`src/rtl/gpr_wb_scheduler_if.sv`:
```
// Bundle between decode / WB stage / MDU (master side) and the GPR write-port
// scheduler (slave side).
interface gpr_wb_scheduler_if;
  logic        iss_valid;
  logic [4:0]  iss_rs;
  logic [4:0]  iss_rt;
  logic [4:0]  iss_rd;
  logic        iss_rd_we;
  logic        iss_long;
  logic        issue_stall;
  logic        wb_we;
  logic [4:0]  wb_rd;
  logic [31:0] wb_wd;
  logic        mdu_req;
  logic [4:0]  mdu_rd;
  logic [31:0] mdu_wd;
  logic        mdu_ack;
  logic        pipe_freeze;
  logic        gpr_we;
  logic [4:0]  gpr_rd;
  logic [31:0] gpr_wd;
  logic [31:0] pending;

  modport master (
    output iss_valid, iss_rs, iss_rt, iss_rd, iss_rd_we, iss_long,
    output wb_we, wb_rd, wb_wd,
    output mdu_req, mdu_rd, mdu_wd,
    input  issue_stall, mdu_ack, pipe_freeze,
    input  gpr_we, gpr_rd, gpr_wd, pending
  );

  modport slave (
    input  iss_valid, iss_rs, iss_rt, iss_rd, iss_rd_we, iss_long,
    input  wb_we, wb_rd, wb_wd,
    input  mdu_req, mdu_rd, mdu_wd,
    output issue_stall, mdu_ack, pipe_freeze,
    output gpr_we, gpr_rd, gpr_wd, pending
  );
endinterface

```
`src/rtl/gpr_wb_scheduler.sv`:
```
// GPR write-port owner: pipeline WB has priority, MDU results get a forced slot
// after STARVE_MAX refusals; MDU destinations are scoreboarded for RAW/WAW stalls.
// Optional write trace: define GPR_WB_TRACE_EN.
module gpr_wb_scheduler #(
  parameter int STARVE_MAX = 4
) (
  input logic           clk,
  input logic           rst,
  gpr_wb_scheduler_if.slave bus
);

  typedef enum logic [1:0] {
    S_IDLE  = 2'd0,
    S_WAIT  = 2'd1,
    S_FORCE = 2'd2
  } state_t;

  localparam logic [3:0] STARVE_LIM = 4'(STARVE_MAX);

  state_t      state_q;
  logic [3:0]  starve_cnt_q;
  logic        freeze_q;
  logic        gpr_we_q;
  logic [4:0]  gpr_rd_q;
  logic [31:0] gpr_wd_q;
  logic [31:0] pending_q;
  logic [31:0] pending_d;

  logic        win_p;
  logic        win_m;
  logic        refuse;
  logic        force_go;
  logic [3:0]  cnt_inc;
  logic        accept;
  logic        stall;

  function automatic logic hit(input logic [4:0] r, input logic [31:0] p);
    return (r != 5'd0) && p[r];
  endfunction

  // Hazard detection against outstanding MDU destinations.
  always_comb begin
    stall  = bus.iss_valid &&
             (hit(bus.iss_rs, pending_q) || hit(bus.iss_rt, pending_q) ||
              (bus.iss_rd_we && hit(bus.iss_rd, pending_q)));
    accept = bus.iss_valid && !stall;
  end

  // Write-port arbitration for the current cycle.
  always_comb begin
    win_p    = 1'b0;
    win_m    = 1'b0;
    refuse   = 1'b0;
    force_go = 1'b0;
    cnt_inc  = starve_cnt_q + 4'd1;
    case (state_q)
      S_IDLE: begin
        win_p    = bus.wb_we;
        win_m    = bus.mdu_req && !bus.wb_we;
        refuse   = bus.mdu_req && bus.wb_we;
        force_go = refuse && (STARVE_LIM <= 4'd1);
      end
      S_WAIT: begin
        win_p    = bus.wb_we;
        win_m    = bus.mdu_req && !bus.wb_we;
        refuse   = bus.mdu_req && bus.wb_we;
        force_go = refuse && (cnt_inc >= STARVE_LIM);
      end
      S_FORCE: begin
        // WB stage is frozen and will re-present its write, so it is ignored here.
        win_m = bus.mdu_req;
      end
      default: begin
        win_p = 1'b0;
        win_m = 1'b0;
      end
    endcase
  end

  // Set wins over clear when the same register is granted and re-issued together.
  always_comb begin
    pending_d = pending_q;
    if (win_m) pending_d[bus.mdu_rd] = 1'b0;
    if (accept && bus.iss_long && bus.iss_rd_we && (bus.iss_rd != 5'd0))
      pending_d[bus.iss_rd] = 1'b1;
    pending_d[0] = 1'b0;
  end

  always_ff @(posedge clk or posedge rst) begin
    if (rst) begin
      state_q      <= S_IDLE;
      starve_cnt_q <= 4'd0;
      freeze_q     <= 1'b0;
      gpr_we_q     <= 1'b0;
      gpr_rd_q     <= 5'd0;
      gpr_wd_q     <= 32'd0;
      pending_q    <= 32'd0;
    end else begin
      pending_q <= pending_d;
      gpr_we_q  <= win_p || win_m;
      if (win_m) begin
        gpr_rd_q <= bus.mdu_rd;
        gpr_wd_q <= bus.mdu_wd;
      end else if (win_p) begin
        gpr_rd_q <= bus.wb_rd;
        gpr_wd_q <= bus.wb_wd;
      end
      case (state_q)
        S_IDLE: begin
          if (refuse) begin
            starve_cnt_q <= 4'd1;
            state_q      <= force_go ? S_FORCE : S_WAIT;
            freeze_q     <= force_go;
          end
        end
        S_WAIT: begin
          if (refuse) begin
            starve_cnt_q <= cnt_inc;
            if (force_go) begin
              state_q  <= S_FORCE;
              freeze_q <= 1'b1;
            end
          end else begin
            starve_cnt_q <= 4'd0;
            state_q      <= S_IDLE;
          end
        end
        S_FORCE: begin
          starve_cnt_q <= 4'd0;
          freeze_q     <= 1'b0;
          state_q      <= S_IDLE;
        end
        default: begin
          starve_cnt_q <= 4'd0;
          freeze_q     <= 1'b0;
          state_q      <= S_IDLE;
        end
      endcase
    end
  end

`ifdef GPR_WB_TRACE_EN
  always @(posedge clk) begin
    if (!rst) begin
      if (win_m)
        $display("W[%2d]=%8X src=%s", bus.mdu_rd, bus.mdu_wd, "M");
      else if (win_p)
        $display("W[%2d]=%8X src=%s", bus.wb_rd, bus.wb_wd, "P");
      if (force_go)
        $display("STARVE");
    end
  end
`else
`endif

  // An in-flight grant is dropped while reset is held.
  assign bus.mdu_ack     = win_m && !rst;
  assign bus.issue_stall = stall;
  assign bus.pipe_freeze = freeze_q;
  assign bus.gpr_we      = gpr_we_q;
  assign bus.gpr_rd      = gpr_rd_q;
  assign bus.gpr_wd      = gpr_wd_q;
  assign bus.pending     = pending_q;

endmodule

```
`src/flat_wrapper.sv`:
```
// flat-port wrapper written by rule: the top's interface ports become plain ports
module gpr_wb_scheduler_flat 
#(
  parameter int STARVE_MAX = 4
)
  (clk, rst, bus_iss_valid, bus_iss_rs, bus_iss_rt, bus_iss_rd, bus_iss_rd_we, bus_iss_long, bus_wb_we, bus_wb_rd, bus_wb_wd, bus_mdu_req, bus_mdu_rd, bus_mdu_wd, bus_issue_stall, bus_mdu_ack, bus_pipe_freeze, bus_gpr_we, bus_gpr_rd, bus_gpr_wd, bus_pending);
  gpr_wb_scheduler_if bus_i ();
  input logic clk;
  input logic rst;
  input wire logic [$bits(bus_i.iss_valid)-1:0] bus_iss_valid;
  input wire logic [$bits(bus_i.iss_rs)-1:0] bus_iss_rs;
  input wire logic [$bits(bus_i.iss_rt)-1:0] bus_iss_rt;
  input wire logic [$bits(bus_i.iss_rd)-1:0] bus_iss_rd;
  input wire logic [$bits(bus_i.iss_rd_we)-1:0] bus_iss_rd_we;
  input wire logic [$bits(bus_i.iss_long)-1:0] bus_iss_long;
  input wire logic [$bits(bus_i.wb_we)-1:0] bus_wb_we;
  input wire logic [$bits(bus_i.wb_rd)-1:0] bus_wb_rd;
  input wire logic [$bits(bus_i.wb_wd)-1:0] bus_wb_wd;
  input wire logic [$bits(bus_i.mdu_req)-1:0] bus_mdu_req;
  input wire logic [$bits(bus_i.mdu_rd)-1:0] bus_mdu_rd;
  input wire logic [$bits(bus_i.mdu_wd)-1:0] bus_mdu_wd;
  output wire logic [$bits(bus_i.issue_stall)-1:0] bus_issue_stall;
  output wire logic [$bits(bus_i.mdu_ack)-1:0] bus_mdu_ack;
  output wire logic [$bits(bus_i.pipe_freeze)-1:0] bus_pipe_freeze;
  output wire logic [$bits(bus_i.gpr_we)-1:0] bus_gpr_we;
  output wire logic [$bits(bus_i.gpr_rd)-1:0] bus_gpr_rd;
  output wire logic [$bits(bus_i.gpr_wd)-1:0] bus_gpr_wd;
  output wire logic [$bits(bus_i.pending)-1:0] bus_pending;
  assign bus_i.iss_valid = bus_iss_valid;
  assign bus_i.iss_rs = bus_iss_rs;
  assign bus_i.iss_rt = bus_iss_rt;
  assign bus_i.iss_rd = bus_iss_rd;
  assign bus_i.iss_rd_we = bus_iss_rd_we;
  assign bus_i.iss_long = bus_iss_long;
  assign bus_i.wb_we = bus_wb_we;
  assign bus_i.wb_rd = bus_wb_rd;
  assign bus_i.wb_wd = bus_wb_wd;
  assign bus_i.mdu_req = bus_mdu_req;
  assign bus_i.mdu_rd = bus_mdu_rd;
  assign bus_i.mdu_wd = bus_mdu_wd;
  assign bus_issue_stall = bus_i.issue_stall;
  assign bus_mdu_ack = bus_i.mdu_ack;
  assign bus_pipe_freeze = bus_i.pipe_freeze;
  assign bus_gpr_we = bus_i.gpr_we;
  assign bus_gpr_rd = bus_i.gpr_rd;
  assign bus_gpr_wd = bus_i.gpr_wd;
  assign bus_pending = bus_i.pending;
  gpr_wb_scheduler #(.STARVE_MAX(STARVE_MAX)) u_core (.clk(clk), .rst(rst), .bus(bus_i));
endmodule
```
`config.mk`:
```
export PLATFORM = sky130hd
export DESIGN_NAME = gpr_wb_scheduler_flat
export DESIGN_NICKNAME = d
export VERILOG_FILES = /design/src/rtl/gpr_wb_scheduler_if.sv /design/src/rtl/gpr_wb_scheduler.sv /design/src/flat_wrapper.sv
export SDC_FILE = /design/constraint.sdc
export NUM_CORES = 1
export LEC_CHECK = 0
export CAP_MARGIN = 20
export CORE_MARGIN = 1
export CORE_UTILIZATION = 45
export DETAILED_ROUTE_END_ITERATION = 8
export PLACE_DENSITY = 0.81
export REMOVE_ABC_BUFFERS = 1
export SKIP_CTS_REPAIR_TIMING = 1
export SLEW_MARGIN = 10
export SYNTH_ARGS = -nofsm -noshare
export SYNTH_HDL_FRONTEND = slang
export SYNTH_SLANG_ARGS = --single-unit
```
`constraint.sdc`:
```
create_clock -name clk -period 3.75 [get_ports clk]
set_input_delay 0.9375 -clock clk [delete_from_list [all_inputs] [get_ports clk]]
set_output_delay 0.9375 -clock clk [all_outputs]
set_load 0.005 [all_outputs]
```
# --- Yosys cells after proc, flatten, opt, wreduce, memory -nomap -nowiden ---
# Cells that the tools add are included.
totals:
  reg_bits: 76
  word_cells: 85
  in_bits: 96
op_classes:
  mux: 32
  bitwise: 3
  n_addsub: 1
  n_lt_le_gt_ge: 7
  eq_ne: 6
  n_reduce_logical: 29
ops:
  columns: ["cell", "n"]
  rows:
  - ["$mux 32", 4]
  - ["$and 32x32->32", 1]
  - ["$not 32->32", 1]
  - ["$or 32x32->32", 1]
  - ["$lt 5x6->1 const B", 4]
  - ["$bmux 1 s5", 3]
  - ["$logic_and 1x1->1", 15]
  - ["$reduce_bool 5->1", 3]
  - ["$mux 1", 11]
  - ["$demux 1 s5", 2]
  - ["$ge 5x1->1 const B", 2]
  - ["$mux 5", 2]
  - ["$mux 2", 4]
  - ["$mux 4", 2]
  - ["$pmux 4 s2", 1]
  - ["$ne 2x1->1 const B", 3]
  - ["$add 4x1->4 const B", 1]
  - ["$ge 4x3->1 const B", 1]
  - ["$pmux 1 s2", 2]
  - ["$pmux 2 s2", 1]
  - ["$logic_not 1->1", 3]
  - ["$logic_or 1x1->1", 3]
  - ["$ne 3x3->1 const B", 1]
  - ["$reduce_and 3->1", 1]
  - ["6 further kinds", 6]

# --- Longest topological paths before layout ---
depth:
  ltp_word: 12
  depth_mapped: 10
  depth_no_buf: 7

# --- Worst setup path before layout ---
# Ideal clock, no wire load.
synth_path:
  kind: "input-to-output"
  from: "in bus_iss_rd[2]"
  to: "out bus_issue_stall"
  arrival_ps: 2443
  path_buffers: 2
  required_time_ps: 2812
  stages: 9
  setup_slack_ps: 370
  path_cell_list: "buf_2 > or3b_1 > o22ai_1 > o2bb2ai_1 > a211oi_2 > o2111ai_1 > buf_2 > nand2_1 > a31oi_1"
synth_between:
  elab_chain_len: 6
synth_lines:
  columns: ["element", "line_no", "text"]
  rows:
  - ["start, declared", "flat_wrapper.sv:13", "input wire logic [$bits(bus_i.iss_rd)-1:0] bus_iss_rd;"]
  - ["$bmux 1 s5", "gpr_wb_scheduler.sv:38", "return (r != 5'd0) && p[r];"]
  - ["$mux 1 (not written as such)", "gpr_wb_scheduler.sv:38", null]
  - ["$logic_and 1x1->1 *", "gpr_wb_scheduler.sv:38", null]
  - ["$logic_and 1x1->1 *", "gpr_wb_scheduler.sv:45", "(bus.iss_rd_we && hit(bus.iss_rd, pending_q)));"]
  - ["$logic_or 1x1->1 *", "gpr_wb_scheduler.sv:44", "(hit(bus.iss_rs, pending_q) || hit(bus.iss_rt, pending_q) ||"]
  - ["$logic_and 1x1->1 *", "gpr_wb_scheduler.sv:43", "stall = bus.iss_valid &&"]
  - ["end, declared", "flat_wrapper.sv:22", "output wire logic [$bits(bus_i.issue_stall)-1:0] bus_issue_stall;"]
# Every way passes the cells marked *; elsewhere a longest branch is shown, timed or not. The select of a mux whose other input is x is not followed.

# --- Worst setup path in the final report ---
layout_path:
  from: "in bus_iss_rd[0]"
  to: "out bus_issue_stall"
# Same word-level chain as after synthesis.

==> impl_metrics.yaml <==
run_status:
  status: "finished clean"
worst_setup_path:
  crit_buf_inv: 3
  crit_path_max_incr_delay_ps: 320
  cp-end-kind: "primary output"
  critical_path_class: "primary input to primary output"
  crit_chain: "dlymetal6s2s_1 -> buf_4 -> mux2_2 -> a22oi_1 -> o2bb2ai_1 -> a211oi_2 -> o2111ai_2 -> nand2_1 -> a31oi_1 -> buf_2"
  crit_fanout: 4
  cp-start-kind: "primary input"
  cp.required_ps: 2810
  cp.arrival_ps: 2620
  slowest_stage: "mux2_2"
  cpLargestDelayFamily: "compound AO/OA/AOI/OAI gates"
drt:
  num_vias: 4884
  wl_per_cell_um: 20.7
  via_per_inst: 6.11
  first_pass_iters: 6
  drc: 0
  drt_iter0_drc: 446
  antenna_left: 0
  postRouteWirelength_um: 16500
finish:
  antenna_cells_inserted: 0
  syn_to_final_growth_pct: 55.1
  nets: 764
  drive_gt1_frac: 0.154
  final_util: 0.731
  fillers: 710
  fin_cells: 800
sta:
  setup_ws_ps: 188
  clock_skew_ps: 11.2
  post-route-min-period_ps: 3560
  tightestPinTransition_ps: 664
  drv_slew: 0
  rsz0062_at_grt: "false"
  min_period_over_period: 0.950
  hold_violations: 0
  hold_ws_ps: 499
  timing.fmax_ghz: 0.281
  relSlewSlack: 0.556
  setup_viol: 0
placed_design:
  gp_congestion: 1.04
  hpwlAfterDp_um: 12300
  dpl_worst_slack_ps: -467
  dp.cells: 775
  numPortBuffers: 167
grt:
  antenna_found_initial: 0
  grt_usage: 0.332
  grt_max_degree: 47
  grt_overflow_total: 0
  grt_pass1_wl_um: 25300
  grt_pass1_vias: 4754
clock_tree:
  clockBufferDepth: 2
  clk_pin_slew_ps: 70
  htree_levels: 3
  cts_buffers: 9
  cts_tree: "done"
  worstSkewPairLatency_ps: 350
  clock-sinks: 76
  root_buffer: "clkbuf_8"
synthesis:
  ys_top_cells_by_count: "dfrtp_1 (76), o21ai_0 (33), inv_1 (31), nor2_1 (31), mux2i_1 (29)"
  ys_top_cells_by_area: "dfrtp_1 (43%), mux2i_1 (6.6%), a222oi_1 (5.7%)"
  synth_xor_area_frac: 0.00595
  synth_cells: 467
  synthAdderAreaFrac: 0.00283
  synth_edf_count: 0
  synth-main-ff-cell: "dfrtp_1"
  syn_avg_cell_area_um2: 9.45
  yosysTopAreaCell: "dfrtp_1"
  synth_top_area_share: 0.431
  synth_top_family_by_area: "compound AO/OA/AOI/OAI gates"
  synthArstFlopShare: 1.00
  synthMuxAreaShare: 0.104
  synth_compound_area_frac: 0.212
  synth.distinct_cells: 58
  seq_area_frac_synth: 0.431
  ys_ff_latch: 76
  yosysMostFrequentCell: "dfrtp_1"
  synth-simple-area-share: 0.180
  syn_area_mm2: 0.00441
  yosysWarnings: 0
power:
  p_leak_nw: 3.01
  p_switching_w: 0.000660
  p_sw_frac: 0.298
  pwr-share-clk: 0.275
  intPower_w: 0.00156
  ir_drop_mv: 0.255
  p_per_area_mw_per_mm2: 324
  pwr-share-seq: 0.441
  p_comb_frac: 0.283
floorplanning:
  rows: 35
  core_mm2: 0.00937
  dieArea_mm2: 0.0102
  ios: 169
  die_y_um: 101
  chipWidth_um: 101
  initial_core_util: 0.471
min_path:
  worstHoldPathType: "flop to flop"
flow_run:
  maxCapViolations: 0
placed cells by master (no fill, tap or decap), types with 3 or more instances in the layout:
master	synthesis	routed
nand2_1	17	17
a222oi_1	25	25
and3_1	5	5
a21oi_1	12	11
o31ai_1	4	4
and2_1	3	3
o22ai_1	17	15
nor2_1	31	31
nand3b_1	8	8
or2_2	3	3
mux2i_1	29	29
mux4_2	5	5
nand2b_1	8	7
a22oi_1	3	3
dfrtp_1	76	76
nand3_1	11	11
mux2_1	3	3
clkbuf_8	0	9
inv_1	31	30
o21ai_1	28	27
dlymetal6s2s_1	0	11
o21ai_0	33	33
nand4_1	3	3
nor2b_1	8	6
buf_4	2	55
or4_1	25	25
clkdlybuf4s50_1	0	155
a31oi_1	3	3
worst register-to-register path, stage by stage, from the launching register on:
cell	delay, ps
dfrtp_1	490
mux4_2	500
o22ai_2	160
nor4_1	80
a211o_1	290
nor3_2	190
buf_4	130
buf_4	90
nand2_1	40
buf_4	240
o31ai_1	290
cell type report:
class | instances | area [um^2] | share of cell area
inverter | 32 | 120 | 0.0175
clock inverter | 6 | 65.1 | 0.00950
timing repair buffer | 226 | 2170 | 0.317
multi-input combinational | 322 | 2300 | 0.336
tap | 129 | 161 | 0.0236
sequential | 76 | 1900 | 0.278
clock buffer | 9 | 124 | 0.0181
power groups by stage:
stage	logic [W]	registers (W)	clock network (W)
4_1_cts	0.000608	0.000974	0.000618
2_1_floorplan	0.000205	0.000966	0
3_3_place_gp	0.000595	0.000985	0
5_1_grt	0.000675	0.000985	0.000650
3_5_place_dp	0.000605	0.000988	0
6_report	0.000627	0.000978	0.000610
path summary, 6_finish.rpt:
kind / start / endpoint / slack (ps) / cells after the start
max in group asynchronous: rst / u_core.bus.pending[30]$_DFF_PP0_ / 2030 / 3
min in group asynchronous: rst / u_core.bus.gpr_wd[5]$_DFFE_PP0P_ / 1040 / 2
min: u_core.bus.gpr_wd[17]$_DFFE_PP0P_ / u_core.bus.gpr_wd[17]$_DFFE_PP0P_ / 500 / 2
min reg2reg: u_core.bus.gpr_wd[17]$_DFFE_PP0P_ / u_core.bus.gpr_wd[17]$_DFFE_PP0P_ / 500 / 2
max: bus_iss_rd[0] / bus_issue_stall / 190 / 10
max reg2reg: u_core.bus.pending[16]$_DFF_PP0_ / u_core.bus.pending[29]$_DFF_PP0_ / 1160 / 10
cells by family (layout without fill, tap and decap cells):
logic type	count (synthesis)	count (layout)
AOI/OAI and AO/OA	141	141
xor gates and xnor gates	3	3
adders and majority gates	1	1
buffers and inverters	69	273
DFF	76	76
muxes	39	39
other	1	1
and+or+nand+nor	137	137
metrics by stage:
| stage | power, W | instance area [um^2] | setup TNS (ps) |
|---|---|---|---|
| 3_5_place_dp | 0.00159 | 6480 | -467 |
| 3_3_place_gp | 0.00158 | 6480 | -477 |
| 2_1_floorplan | 0.00117 | 4250 | 0 |
| 5_1_grt | 0.00231 | 6850 | 0 |
| 4_1_cts | 0.00220 | 6670 | -488 |
| 6_report | 0.00222 | 6850 | 0 |
metal layers:
metal	vias to the layer above	part of all wire	GRT usage
li1	2160	-	-
met1	2374	0.39	0.420
met2	308	0.48	0.546
met3	42	0.091	0.0687
met4	0	0.032	0.154
met5	-	0	0
state kept, by name, summed over array words and instances, names as in the netlist:
register                cells
u_core.bus.gpr_wd          32
u_core.bus.pending         31
u_core.bus.gpr_rd           5
u_core.starve_cnt_q         4
u_core.state_q              2
u_core.bus.gpr_we           1
u_core.bus.pipe_freeze      1
(Power assumes the default switching activity.)
